$ cat src/rtl/gb_bus_pkg.sv
// Shared types and constants for the CPU-to-memory bus bridge.
package gb_bus_pkg;

  typedef enum logic [1:0] {
    IDLE = 2'd0,
    REQ  = 2'd1,
    DONE = 2'd2
  } bridge_state_e;

  localparam logic [15:0] HRAM_BASE  = 16'hFF80;
  localparam logic [15:0] HRAM_LAST  = 16'hFFFE;
  localparam logic [7:0]  DI_IDLE    = 8'hFF;
  localparam int unsigned HRAM_DEPTH = 127;
  localparam int unsigned HRAM_AW    = 7;

  // FFFF (interrupt enable) is deliberately excluded and goes to the mem port.
  function automatic logic is_hram(input logic [15:0] addr);
    return (addr >= HRAM_BASE) && (addr <= HRAM_LAST);
  endfunction

endpackage

$ cat src/rtl/gb_hram.sv
// 127x8 single-port high RAM with synchronous write and registered read.
module gb_hram
  import gb_bus_pkg::*;
(
  input  logic               CLK_n,
  input  logic               we,
  input  logic [HRAM_AW-1:0] addr,
  input  logic [7:0]         wdata,
  output logic [7:0]         rdata
);

  logic [7:0] mem [HRAM_DEPTH];

  always_ff @(posedge CLK_n) begin
    if (we) begin
      mem[addr] <= wdata;
    end
    rdata <= mem[addr];
  end

endmodule

$ cat src/rtl/gb_cpu_mem_bridge.sv
// Turns LR35902 strobe-bus memory cycles into req/ack transactions toward the
// memory arbiter, serving HRAM locally without wait states.
module gb_cpu_mem_bridge
  import gb_bus_pkg::*;
#(
  parameter int unsigned TIMEOUT = 1023
) (
  input  logic        CLK_n,
  input  logic        RESET,
  input  logic        CLKEN,
  input  logic        MREQ_n,
  input  logic        RD_n,
  input  logic        WR_n,
  input  logic [15:0] A,
  input  logic [7:0]  DO,
  output logic [7:0]  DI,
  output logic        WAIT_n,
  output logic        mem_req,
  output logic        mem_we,
  output logic [15:0] mem_addr,
  output logic [7:0]  mem_wdata,
  input  logic        mem_ack,
  input  logic [7:0]  mem_rdata,
  output logic        bus_err
);

  localparam int unsigned TW = $clog2(TIMEOUT + 1);

  bridge_state_e state_q, state_d;
  logic          strb, strb_q, start;
  logic          hram_rd_q, hram_rd_d;
  logic          hram_we_c;
  logic [7:0]    hram_rdata;
  logic [TW-1:0] cnt_q, cnt_d;
  logic          timeout_hit;
  logic [7:0]    di_d, wdata_d;
  logic          wait_d, req_d, we_d, err_d;
  logic [15:0]   addr_d;
  logic          clken_unused;

  // The bridge runs every clock; the CPU enable is not needed here.
  assign clken_unused = CLKEN;

  assign strb        = !MREQ_n && (!RD_n || !WR_n);
  assign start       = strb && !strb_q;
  assign timeout_hit = (cnt_q + TW'(1)) == TW'(TIMEOUT);

  gb_hram u_hram (
    .CLK_n (CLK_n),
    .we    (hram_we_c),
    .addr  (A[HRAM_AW-1:0]),
    .wdata (DO),
    .rdata (hram_rdata)
  );

  // Next-state and next-output logic.
  always_comb begin
    state_d   = state_q;
    di_d      = DI;
    wait_d    = WAIT_n;
    req_d     = mem_req;
    we_d      = mem_we;
    addr_d    = mem_addr;
    wdata_d   = mem_wdata;
    err_d     = bus_err;
    cnt_d     = cnt_q;
    hram_we_c = 1'b0;
    hram_rd_d = 1'b0;

    // HRAM read data arrives one clock after the start edge.
    if (hram_rd_q) begin
      di_d = hram_rdata;
    end

    case (state_q)
      IDLE: begin
        if (start) begin
          if (is_hram(A)) begin
            hram_we_c = !WR_n;
            hram_rd_d = WR_n;
            state_d   = DONE;
          end else begin
            addr_d  = A;
            we_d    = !WR_n;
            wdata_d = DO;
            req_d   = 1'b1;
            wait_d  = 1'b0;
            cnt_d   = '0;
            state_d = REQ;
          end
        end
      end

      // A dropped strobe does not withdraw the request; only ack or timeout end it.
      REQ: begin
        if (mem_ack) begin
          req_d   = 1'b0;
          wait_d  = 1'b1;
          if (!mem_we) begin
            di_d = mem_rdata;
          end
          state_d = strb ? DONE : IDLE;
        end else if (timeout_hit) begin
          req_d   = 1'b0;
          wait_d  = 1'b1;
          di_d    = DI_IDLE;
          err_d   = 1'b1;
          state_d = strb ? DONE : IDLE;
        end else begin
          cnt_d = cnt_q + TW'(1);
        end
      end

      DONE: begin
        if (!strb) begin
          state_d = IDLE;
        end
      end

      default: state_d = IDLE;
    endcase
  end

  always_ff @(posedge CLK_n) begin
    if (RESET) begin
      state_q   <= IDLE;
      strb_q    <= 1'b0;
      hram_rd_q <= 1'b0;
      cnt_q     <= '0;
      DI        <= DI_IDLE;
      WAIT_n    <= 1'b1;
      mem_req   <= 1'b0;
      mem_we    <= 1'b0;
      mem_addr  <= 16'h0000;
      mem_wdata <= 8'h00;
      bus_err   <= 1'b0;
    end else begin
      state_q   <= state_d;
      strb_q    <= strb;
      hram_rd_q <= hram_rd_d;
      cnt_q     <= cnt_d;
      DI        <= di_d;
      WAIT_n    <= wait_d;
      mem_req   <= req_d;
      mem_we    <= we_d;
      mem_addr  <= addr_d;
      mem_wdata <= wdata_d;
      bus_err   <= err_d;
    end
  end

endmodule
$ cat config.mk
export PLATFORM = sky130hd
export DESIGN_NAME = gb_cpu_mem_bridge
export DESIGN_NICKNAME = d
export VERILOG_FILES = /design/src/rtl/gb_bus_pkg.sv /design/src/rtl/gb_hram.sv /design/src/rtl/gb_cpu_mem_bridge.sv
export SDC_FILE = /design/constraint.sdc
export NUM_CORES = 1
export LEC_CHECK = 0
export BUFFER_PORTS_ARGS = -buffer_cell sky130_fd_sc_hd__buf_2
export CORE_MARGIN = 2
export CORE_UTILIZATION = 38
export CTS_BUF_LIST = sky130_fd_sc_hd__clkbuf_4
export DETAILED_ROUTE_END_ITERATION = 6
export SLEW_MARGIN = 0
export SYNTH_ARGS = -nofsm -noshare
export SYNTH_HDL_FRONTEND = slang
export SYNTH_SLANG_ARGS = --single-unit
$ cat constraint.sdc
create_clock -name CLK_n -period 5 [get_ports CLK_n]
set_clock_uncertainty 0.05 [all_clocks]
set_input_delay 0.5 -clock CLK_n [delete_from_list [all_inputs] [get_ports CLK_n]]
set_output_delay 0.5 -clock CLK_n [all_outputs]
set_load 0.02 [all_outputs]
# ---- After elaboration in Yosys (flattened, before gate mapping)
# Memories as Yosys holds them, arrays and structs flattened. A register that Yosys moved wholly into a read port is not among the register bits.
# Index checks and enable logic that the tools add are counted.
dict set report totals {
  register_bits 50
  ram_bits 1016
  word_cells 76
  mem_count 1
}
dict set report op_classes {
  add_sub_neg 1
  n_lt_le_gt_ge 2
  n_eq_ne 9
  n_mux 32
  n_bitwise 4
  reduce_logical 16
}
# memory depth word_bits rd rd_clocked_by_memory_dff wr line_no
set mem_list {}
lappend mem_list {u_hram.mem 127 8 1 1 1 gb_hram.sv:12} ;# logic [7:0] mem [HRAM_DEPTH];
# operator n
set ops {}
lappend ops {{$mux W10} 4}
lappend ops {{$mux W8} 5}
lappend ops {{$pmux W10 S2} 1}
lappend ops {{$ge A16 B16 Y1 const B} 1}
lappend ops {{$le A16 B16 Y1 const B} 1}
lappend ops {{$mux W1} 13}
lappend ops {{$mux W2} 6}
lappend ops {{$add A10 B1 Y10 const B} 1}
lappend ops {{$eq A10 B10 Y1 const B} 1}
lappend ops {{$ne A2 B2 Y1 const B} 5}
lappend ops {{$reduce_and A3 Y1} 3}
lappend ops {{$pmux W2 S3} 1}
lappend ops {{$reduce_and A5 Y1} 1}
lappend ops {{$logic_not A1 Y1} 4}
lappend ops {{$not A1 Y1} 4}
lappend ops {{$pmux W1 S2} 2}
lappend ops {{$reduce_and A4 Y1} 1}
lappend ops {{$reduce_or A4 Y1} 1}
lappend ops {{$logic_and A1 B1 Y1} 3}
lappend ops {{$ne A3 B3 Y1 const B} 1}
lappend ops {{$eq A2 B1 Y1 const B} 1}
lappend ops {{$eq A2 B2 Y1 const B} 1}
lappend ops {{$logic_not A2 Y1} 1}
lappend ops {{$reduce_bool A2 Y1} 1}
lappend ops {{$logic_or A1 B1 Y1} 1}

# ---- Logic depth before layout (Yosys ltp)
# Gate-level depths: netlist of run 1.
dict set report depth {
  ltp_word 8
  mapped_depth 12
}

# ---- Hierarchy
# From an unflattened synthesis of run 1, not the netlist that was laid out.
dict set report unflattened {
  cells_unflattened 2659
  area_unflattened_um2 42047.8
}
# module n_inst cells_per_inst area_each_um2
set modules_own_cells {}
lappend modules_own_cells {gb_hram 1 2375 39721.8}
lappend modules_own_cells {gb_cpu_mem_bridge 1 284 2326.0}

# ---- Worst setup path after synthesis of run 1
# No wires, ideal clock.
dict set report synth_timing {
  path_type {input to register}
  start {in A[0]}
  end {mem u_hram.mem[48][0] (enable)}
  setup_ns 0.370
  arrival_ns 2.468
  path_slack_ns 2.112
  stages 9
  path_buffers 6
  path_cell_list {buf_6 > buf_8 > buf_6 > nor2_1 > buf_2 > buf_1 > nand3_1 > clkbuf_1 > nor2_1}
}
dict set report synth_between {
  elab_chain_len 7
  elab_cells_between_ends 8
}
# item line_no
set synth_rtl {}
lappend synth_rtl {{from (decl)} gb_cpu_mem_bridge.sv:14} ;# input logic [15:0] A,
lappend synth_rtl {{$ge A16 B16 Y1 or $le A16 B16 Y1 (tied branches)} gb_bus_pkg.sv:18} ;# return (addr >= HRAM_BASE) && (addr <= HRAM_LAST);
lappend synth_rtl {{$logic_and A1 B1 Y1} gb_bus_pkg.sv:18}
lappend synth_rtl {{$mux W1} gb_cpu_mem_bridge.sv:78} ;# if (is_hram(A)) begin
lappend synth_rtl {{$mux W1} gb_cpu_mem_bridge.sv:77} ;# if (start) begin
lappend synth_rtl {{$mux W1} gb_cpu_mem_bridge.sv:75} ;# case (state_q)
lappend synth_rtl {{$mux W1} gb_hram.sv:15} ;# if (we) begin
lappend synth_rtl {{$mux W1 (not written as such)} gb_hram.sv:16} ;# mem[addr] <= wdata;
lappend synth_rtl {{to (decl)} gb_hram.sv:12}
# Several ways; a longest one is shown, not always the timed one.

# ---- Final worst setup path of run 1
dict set report layout_timing {
  start {in WR_n}
  end {mem u_hram.mem[77][6] (enable)}
}
dict set report layout_between {
  elab_chain_len 8
  elab_cells_between_ends 9
}
# item line_no
set layout_rtl {}
lappend layout_rtl {{from (decl)} gb_cpu_mem_bridge.sv:13} ;# input logic WR_n,
lappend layout_rtl {{$logic_not A1 Y1 *} {gb_cpu_mem_bridge.sv:44, gb_cpu_mem_bridge.sv:79}}
lappend layout_rtl {{$logic_or A1 B1 Y1} gb_cpu_mem_bridge.sv:44} ;# assign strb = !MREQ_n && (!RD_n || !WR_n);
lappend layout_rtl {{$logic_and A1 B1 Y1} gb_cpu_mem_bridge.sv:44}
lappend layout_rtl {{$logic_and A1 B1 Y1} gb_cpu_mem_bridge.sv:45} ;# assign start = strb && !strb_q;
lappend layout_rtl {{$mux W1 *} gb_cpu_mem_bridge.sv:77}
lappend layout_rtl {{$mux W1 *} gb_cpu_mem_bridge.sv:75}
lappend layout_rtl {{$mux W1 *} gb_hram.sv:15}
lappend layout_rtl {{$mux W1 (not written as such) *} gb_hram.sv:16}
# Every way passes the cells marked *; elsewhere a longest branch is shown, timed or not.

==> results.txt, run 1 <==
- Outcome: finished clean
* Initial cell density of the core: 0.383
- The floorplan has 122 rows.
- In this run, the number of DRC markers left after iteration 0 of detailed routing was 3479.
- Sequential area share after synthesis: 0.747
- Count of unresolved DRC violations after routing: 0
* CTS-repair resized insts: 0
* Number of nets in the synthesized netlist: 2532
- Of the total power, the share spent switching nets is 0.232.
- Synth unique cells: 82
* Largest incremental delay on the critical path: between 700 and 800 ps
* Fraction of layout cells with a size suffix above 1: 0.266
- For this run, the total global-route usage over all layers was measured as 0.224.
- Part of the total power dissipated in the clock network: 0.397
* CTS tree: done
* Worst slew slack as a fraction of its limit: 0.0945
- Routability cong.: 0.909
- For this block, the routed nets add up to 129000 um of wire.
- In the synthesized netlist the dominant register cell turns out to be sky130_fd_sc_hd__edfxtp_1.
- Type of element launching the critical path: input port
* Critical path buffer and inverter count: 5
- Via count normalized by instance count: about 5.8
- Max FO, Critical Path: 10
- In this run the count of I/O pins placed on the die edge is 75.
- STA classifies the critical path endpoint as a flip-flop.
- After layout, the minimum clock period comes to 3710 ps.
- Area growth, synth to finish: 14.9%
- Measured along the x axis, the die boundary spans 338 um.
* DR WL/cell: 28.4 um
* Number of buffers inserted to repair setup after CTS: 0
- The critical path is of the input port to flip-flop type.
- Setup violations remaining at the end of the flow were counted as 0.
* Final Util: 0.440
* Cell internal power dissipation: 14.0 mW
- Unrepaired setup endpoints after global routing: false
* Antenna-violating nets left: 0
- Data on the critical path arrives at its endpoint at 4370 ps.
- CP delay by family, top: buffers and inverters
* Number of buffers added by the clock tree synthesis step: 290
* Crit path cell chain: dlygate4sd3_1 > buf_2 > a21o_1 > dlygate4sd3_1 > or4_1 > nor3_2 > buf_4 > nand3_1 > buf_4 > nor2_1
* Number of warnings printed during yosys synthesis: 0
* Maximum number of pins on one net before global-route repair: 85
- The min-delay analysis places its worst path in the category input port to flip-flop.
- The count of final max-slew check failures was 0.
* Fmax achieved: 269 MHz
- The floorplan step defined a die boundary enclosing around 0.11 mm2.
- The share of total power dissipated in sequential elements is 0.541.
* Peak supply drop: ~210 uV
* Clk buf depth: 4
* CTS root buf: sky130_fd_sc_hd__clkbuf_4
- Global routing finished with a remaining overflow of 0.
- Averaged over all synthesized cells, the footprint is 17.0 um2.
- Sum of negative setup slack: 0 ps
- OpenSTA, run right after detailed placement, puts the worst setup slack at 1040 ps.
- The worst path meets setup with approximately 1300 ps of slack.
- Final Hold Violating Endpoints: 0
- Power share of the combinational group: 0.061
- At the pin with the least slew margin, the transition time is 1360 ps.
- In the synthesized netlist the async set-or-reset flop fraction comes to 0.
- Clock-pin slew was measured on the worst setup and hold paths at 60 ps.
- For this run, the post-layout net count is 2914.
* Crit-path slowest cell: sky130_fd_sc_hd__nor2_1
- Antenna violations before repair: 4
* Clock net sink count: 1074
- The via count of the first global-routing pass is 26300.
* Clock H-tree levels: 5
- The synthesized design contains 1016 enable-type register cells.
* Via count: 26400
- Count of mapped cells out of synthesis: about 2500
- Height of the die: between 300 and 400 um
- Summed over all nets, the switching power comes to 4.24 mW.
* Placeable core region: 0.111 mm2
- FF+latch count, synth: about 1100
- Clock insertion delay at the later pin of the skew report: about 1200 ps
- In this run the power density over the cells is 375 mW/mm2.
- Leakage: 16.0 nW
* Synthesized cell area: 0.0424 mm2
* Final period utilization: 0.743
* Max-capacitance violation count: 0
* Router iterations before antenna repair: 6
* First-pass GRT wire length: 183000 um
- Count of port buffers added during placement: 73
- After legalization and detailed placement, the total HPWL measured 78700 um.
- At the worst endpoint, the required time is ~5700 ps.
## layer usage
metal | wire [um] | GRT usage | vias to the layer above
met5 | 13 | 0 | -
met4 | 4910 | 0.0987 | 2
met3 | 15200 | 0.0573 | 330
met2 | 57900 | 0.338 | 1748
met1 | 50600 | 0.306 | 13300
li1 | - | - | 11000
## layout make-up
cell class | count | area, um2
Fill cell | 9743 | 61900
Inverter | 22 | 82.6
Clock inverter | 54 | 298
Timing Repair Buffer | 260 | 2030
Tap cell | 1488 | 1860
Sequential cell | 1074 | 31700
Multi-Input combinational cell | 1225 | 9760
Antenna cell | 11 | 27.5
Clock buffer | 403 | 3030
## registers in the layout (all words and copies together) (netlist names), 2 cells and up
signal	flops
DI	8
cnt_q	10
mem_addr	16
mem_wdata	8
state_q	2
u_hram.mem	1016
u_hram.rdata	8
## what timing repair did
| item | 4_1_cts | 5_1_grt |
|---|---|---|
| endpoints found under the setup margin | 0 | 0 |
| hold buffers | 54 | 0 |
| hold endpoints to repair | 403 | 0 |
## cell usage after synthesis, types with 47 or more instances
| master | instances | area share |
|---|---|---|
| sky130_fd_sc_hd__mux4_2 | 81 | 0.043 |
| sky130_fd_sc_hd__mux2i_1 | 110 | 0.026 |
| sky130_fd_sc_hd__a21oi_1 | 77 | 0.0091 |
| sky130_fd_sc_hd__nor2_1 | 213 | 0.019 |
| sky130_fd_sc_hd__buf_2 | 49 | 0.0058 |
| sky130_fd_sc_hd__edfxtp_1 | 1016 | 0.72 |
| sky130_fd_sc_hd__mux2_2 | 72 | 0.019 |
| sky130_fd_sc_hd__o21ai_0 | 47 | 0.0055 |
| sky130_fd_sc_hd__a22oi_1 | 62 | 0.011 |
| sky130_fd_sc_hd__clkbuf_1 | 69 | 0.0061 |
| sky130_fd_sc_hd__dfxtp_1 | 58 | 0.027 |
| sky130_fd_sc_hd__nand2_1 | 116 | 0.010 |
| sky130_fd_sc_hd__a221oi_1 | 95 | 0.020 |
## cells in the final DEF, fill, tap and decap left out, drive strengths merged, types with 9 or more instances in the layout
cell type	netlist	final
clkbuf	70	404
a21oi	77	77
nand3	27	27
a221o	12	12
nand2	116	116
nand2b	14	14
o21ai	50	50
a211oi	10	10
dfxtp	58	58
o221ai	15	15
buf	97	205
o2bb2ai	9	9
mux2i	110	110
inv	22	26
mux2	76	76
dlygate4sd3	0	54
nor3	16	16
and2	11	11
a22o	15	15
edfxtp	1016	1016
mux4	90	90
a32oi	10	10
nor2	213	213
a22oi	63	63
clkinv	0	45
a221oi	102	102
o22ai	39	39
nor2b	11	11
o22a	9	9
a31oi	16	16
o211ai	11	11
diode	0	11
## metrics by stage
step	cells	hold slack (ps)	area, um2	power (mW)
final	4537	161	48700	18.3
after global routing	4535	51.1	48700	18.9
after CTS	4526	24.7	48700	18.4
after detailed placement	4015	387	44900	11.1
after global placement	4015	376	44900	11.1
after floorplan	2491	429	42400	10.6
## cells by family after synthesis
logic type | after synthesis | share of synthesized area
flip-flops | 1074 | 0.747
AO/OA/AOI/OAI | 495 | 0.0865
AND/OR/NAND/NOR | 450 | 0.0467
multiplexers | 276 | 0.0947
buffers and inverters | 192 | 0.0244
XOR/XNOR | 2 | 0.000413
adder cells (fa/ha/maj) | 2 | 0.000590
## final timing paths
path	slack (ps)	start	end	depth (start not counted)
hold reg to reg	400	WAIT_n	WAIT_n	2
setup reg to reg	1650	state_q[1]	u_hram.mem[77][6]	6
hold / removal	160	A[2]	mem_addr[2]	4
setup / recovery	1290	WR_n	u_hram.mem[77][6]	10
## worst register-to-register path: stages (launching register included)
cell,delay (ps)
sky130_fd_sc_hd__dfxtp_1,330
sky130_fd_sc_hd__or4_1,680
sky130_fd_sc_hd__nor3_2,370
sky130_fd_sc_hd__buf_4,250
sky130_fd_sc_hd__nand3_1,110
sky130_fd_sc_hd__buf_4,310
sky130_fd_sc_hd__nor2_1,790
## power by group through the flow
stage,Sequential (mW),Combinational [mW],Clock (mW)
after floorplan,10.1,0.532,0
after global placement,10.1,1.04,0
after detailed placement,10.1,1.06,0
after CTS,9.89,1.09,7.40
after global routing,9.89,1.16,7.88
final,9.89,1.12,7.26
(Power assumes the default switching activity.)
==> inputs of run 2 (changes only) <==
clock period = 3.57 ns   (was 5 ns; I/O delays follow)
==> results.txt, run 2 (synthesis gave the netlist of run 1 again) <==
* Total overflow reported by the global router: 0 (unchanged)
- The internal reg-to-reg setup slack is 600 ps (-1050 ps).
- By startpoint and endpoint, the worst setup path is classified as input port to flip-flop.
* Clock H-tree levels: 5 (unchanged)
* I/O pin count: 75 (unchanged)
- Detailed placement HPWL: 83000 um (+5.5%)
* Max FO, Critical Path: 10 (unchanged)
- The part of the total power dissipated in sequential elements is 0.547 (+0.006).
- CP Launch Point: MREQ_n
* Number of buffers added by the clock tree synthesis step: 287 (-1.0%)
- The data arrival at the endpoint of the critical path came to 4240 ps (-130 ps).
- Vias in the first global route: 27000 (+2.7%)
- Final period utilization: 0.969
* DR WL/cell: 27.7 um (-2.5%)
* CTS tree: done
- The switching fraction of total power was 0.234 (+0.00210).
* Outcome: finished clean
- Reg-to-reg critical path endpoint: u_hram.rdata[7]
- Flip-flop count of the largest register after layout: 1016 (unchanged)
- Most frequent cells in the layout: sky130_fd_sc_hd__edfxtp_1, sky130_fd_sc_hd__clkbuf_4, sky130_fd_sc_hd__buf_4, sky130_fd_sc_hd__nor2_1, sky130_fd_sc_hd__nand2_1
- The power dissipated by switching net loads was 5.94 mW (+40%).
- The max-slew headroom at the worst pin was 0.169 (+0.0748).
* Type of element launching the critical path: input port
* Unrepaired setup endpoints after global routing: false
- The internal power consumption came to 19.4 mW (+38%).
- Antenna-violating nets left: 0 (unchanged)
* Max-capacitance violation count: 0 (unchanged)
- The worst register-to-register path begins at u_hram.mem[8][7].
* Initial cell density of the core: 0.383 (unchanged)
* Count of unresolved DRC violations after routing: 0 (unchanged)
- Height of the die: 338 um (unchanged)
- Clock net sink count: 1074 (unchanged)
- Largest reg by FF count: u_hram.mem
- The clock-pin slew of the registers on the worst-case setup and hold paths is 70 ps (about the same).
- Via count normalized by instance count: 5.79 (-0.55%)
- STA classifies the critical path endpoint as a flip-flop.
- Total Die Area: 0.114 mm2 (unchanged)
* Placeable core region: 0.111 mm2 (unchanged)
* Critical path required time: 4350 ps (-1300 ps)
* Count of port buffers added during placement: 73 (unchanged)
- CTS root buf: sky130_fd_sc_hd__clkbuf_4
* Critical path capture point: u_hram.mem[93][4]
* Largest registers: u_hram.mem: 1016 flops, mem_addr: 16 flops, cnt_q: 10 flops
- Total power density per cell area: 506 mW/mm2 (+35%)
- The count of filler cells inserted in the layout was 9608 (-1.4%).
- The routability-driven placement congestion ratio was 0.951 (+4.7%).
- The latest clock arrival within the worst-skew pair is 1150 ps (-20 ps).
- The x dimension of the die is 338 um (unchanged).
* Global routing usage summed across all routing layers: 0.227 (+0.00278)
* Sum of negative setup slack: 0 ps (unchanged)
- The area growth from synthesis to layout is 18.1%.
- Drt first-iter violations: 3389 (-2.6%)
- Post-layout net count: 3082 (+5.8%)
- The static leakage was 16.9 nW (+5.5%).
* Post-route standard cell area excluding fillers: 0.0501 mm2 (+2.8%)
* Clk buf depth: 4 (unchanged)
- The detailed-routing iteration count for the pre-antenna-repair pass is 6 (unchanged).
* Via count: 27200 (+3.0%)
- Power share of the combinational group: 0.065 (+0.004)
* Path depth of the worst reg2reg path: 7 (+1)
- Timing would allow up to 289 MHz.
- Minimum clock period after layout: between 3000 and 4000 ps
* Final setup violation count: 0 (unchanged)
* Final Hold Violating Endpoints: 0 (unchanged)
- First-pass GRT wire length: 186000 um (+1.7%)
- The initial antenna violation count is 5 (+1).
- Fraction of layout cells with a size suffix above 1: 0.300 (+0.0340)
* Std cell rows: 122 (unchanged)
- Leaving out fill and tap cells, the most frequent cell in the layout is sky130_fd_sc_hd__edfxtp_1.
- Number of pins with negative max-slew slack in the final report: 0 (unchanged)
- Total wirelength of the detailed-routed design: 130000 um (+0.97%)
- The path class of the tightest hold or removal check is input port to flip-flop.
- Worst Max-Slew Pin Slew: 1240 ps (-122 ps)
- The worst ir drop on vdd was 336 uV (+59%).
- Maximum number of pins on one net before global-route repair: 80 (-5.9%)
- Part of the total power dissipated in the clock network: 0.388 (-0.009)
* Post-Place Cell Area: 0.0463 mm2 (+3.2%)
run 2: layer usage:
metal | share of wire | vias to the layer above | global-route usage
li1 | - | 11300 | -
met3 | 0.11 | 330 | 0.0573
met5 | 0.00025 | - | 0
met1 | 0.40 | 13700 | 0.308
met4 | 0.037 | 4 | 0.0948
met2 | 0.46 | 1833 | 0.347
run 2: critical path, cell delays in order:
cell and delay (ps):
sky130_fd_sc_hd__dlygate4sd3_1 540, sky130_fd_sc_hd__buf_2 120, sky130_fd_sc_hd__dlygate4sd3_1 550, sky130_fd_sc_hd__a21o_1 160, sky130_fd_sc_hd__dlygate4sd3_1 570, sky130_fd_sc_hd__or4_1 560, sky130_fd_sc_hd__nor3_2 150, sky130_fd_sc_hd__buf_4 230
sky130_fd_sc_hd__nand3_1 120, sky130_fd_sc_hd__buf_4 270, sky130_fd_sc_hd__nor2_1 360, sky130_fd_sc_hd__buf_4 240
run 2: power by group through the flow:
stage	clock network [mW]	registers (mW)	logic, mW
after floorplan	0	14.1	0.745
after global placement	0	14.1	1.53
after global routing	10.7	13.9	1.71
after detailed placement	0	14.1	1.56
final	9.84	13.9	1.64
after CTS	10.1	13.9	1.62
run 2: area by class of cell:
class,count,area [um2],area share
flip-flops and latches,1074,31700,0.632
well taps,1488,1860,0.0372
inverters,22,82.6,0.00165
multi-input cells,1225,9750,0.195
repair buffers,431,3530,0.0704
diodes,10,25.0,0.000499
clock inverters,60,267,0.00532
clock buffers,388,2910,0.0581
run 2: worst min path at each step:
stage / startpoint / endpoint / slack [ps] / cells past startpoint
3_5_place_dp: WAIT_n / WAIT_n / 380 / 2
2_1_floorplan: WR_n / mem_we / 400 / 1
4_1_cts: mem_ack / DI[5] / 10 / 4
6_report: A[4] / u_hram.rdata[5] / 100 / 5
3_3_place_gp: WAIT_n / WAIT_n / 380 / 2
5_1_grt: A[4] / mem_addr[4] / 10 / 5
run 2: metrics by stage:
stage	setup slack [ps]	cells	utilization	hold WS (ps)	power, mW
global placement	20.9	4180	0.418	376	15.7
floorplan	825	2491	-	403	14.9
finish	112	4698	0.453	98.2	25.3
detailed placement	9.22	4180	0.418	381	15.7
global route	72.7	4695	0.453	11.0	26.2
CTS	184	4688	0.452	13.9	25.5
run 2: repair_timing:
action	4_1_cts	5_1_grt
buffers inserted	0	0
hold buffers	60	0
setup endpoints to repair	0	10
gates resized for setup	0	2
endpoints found under the hold margin	713	0
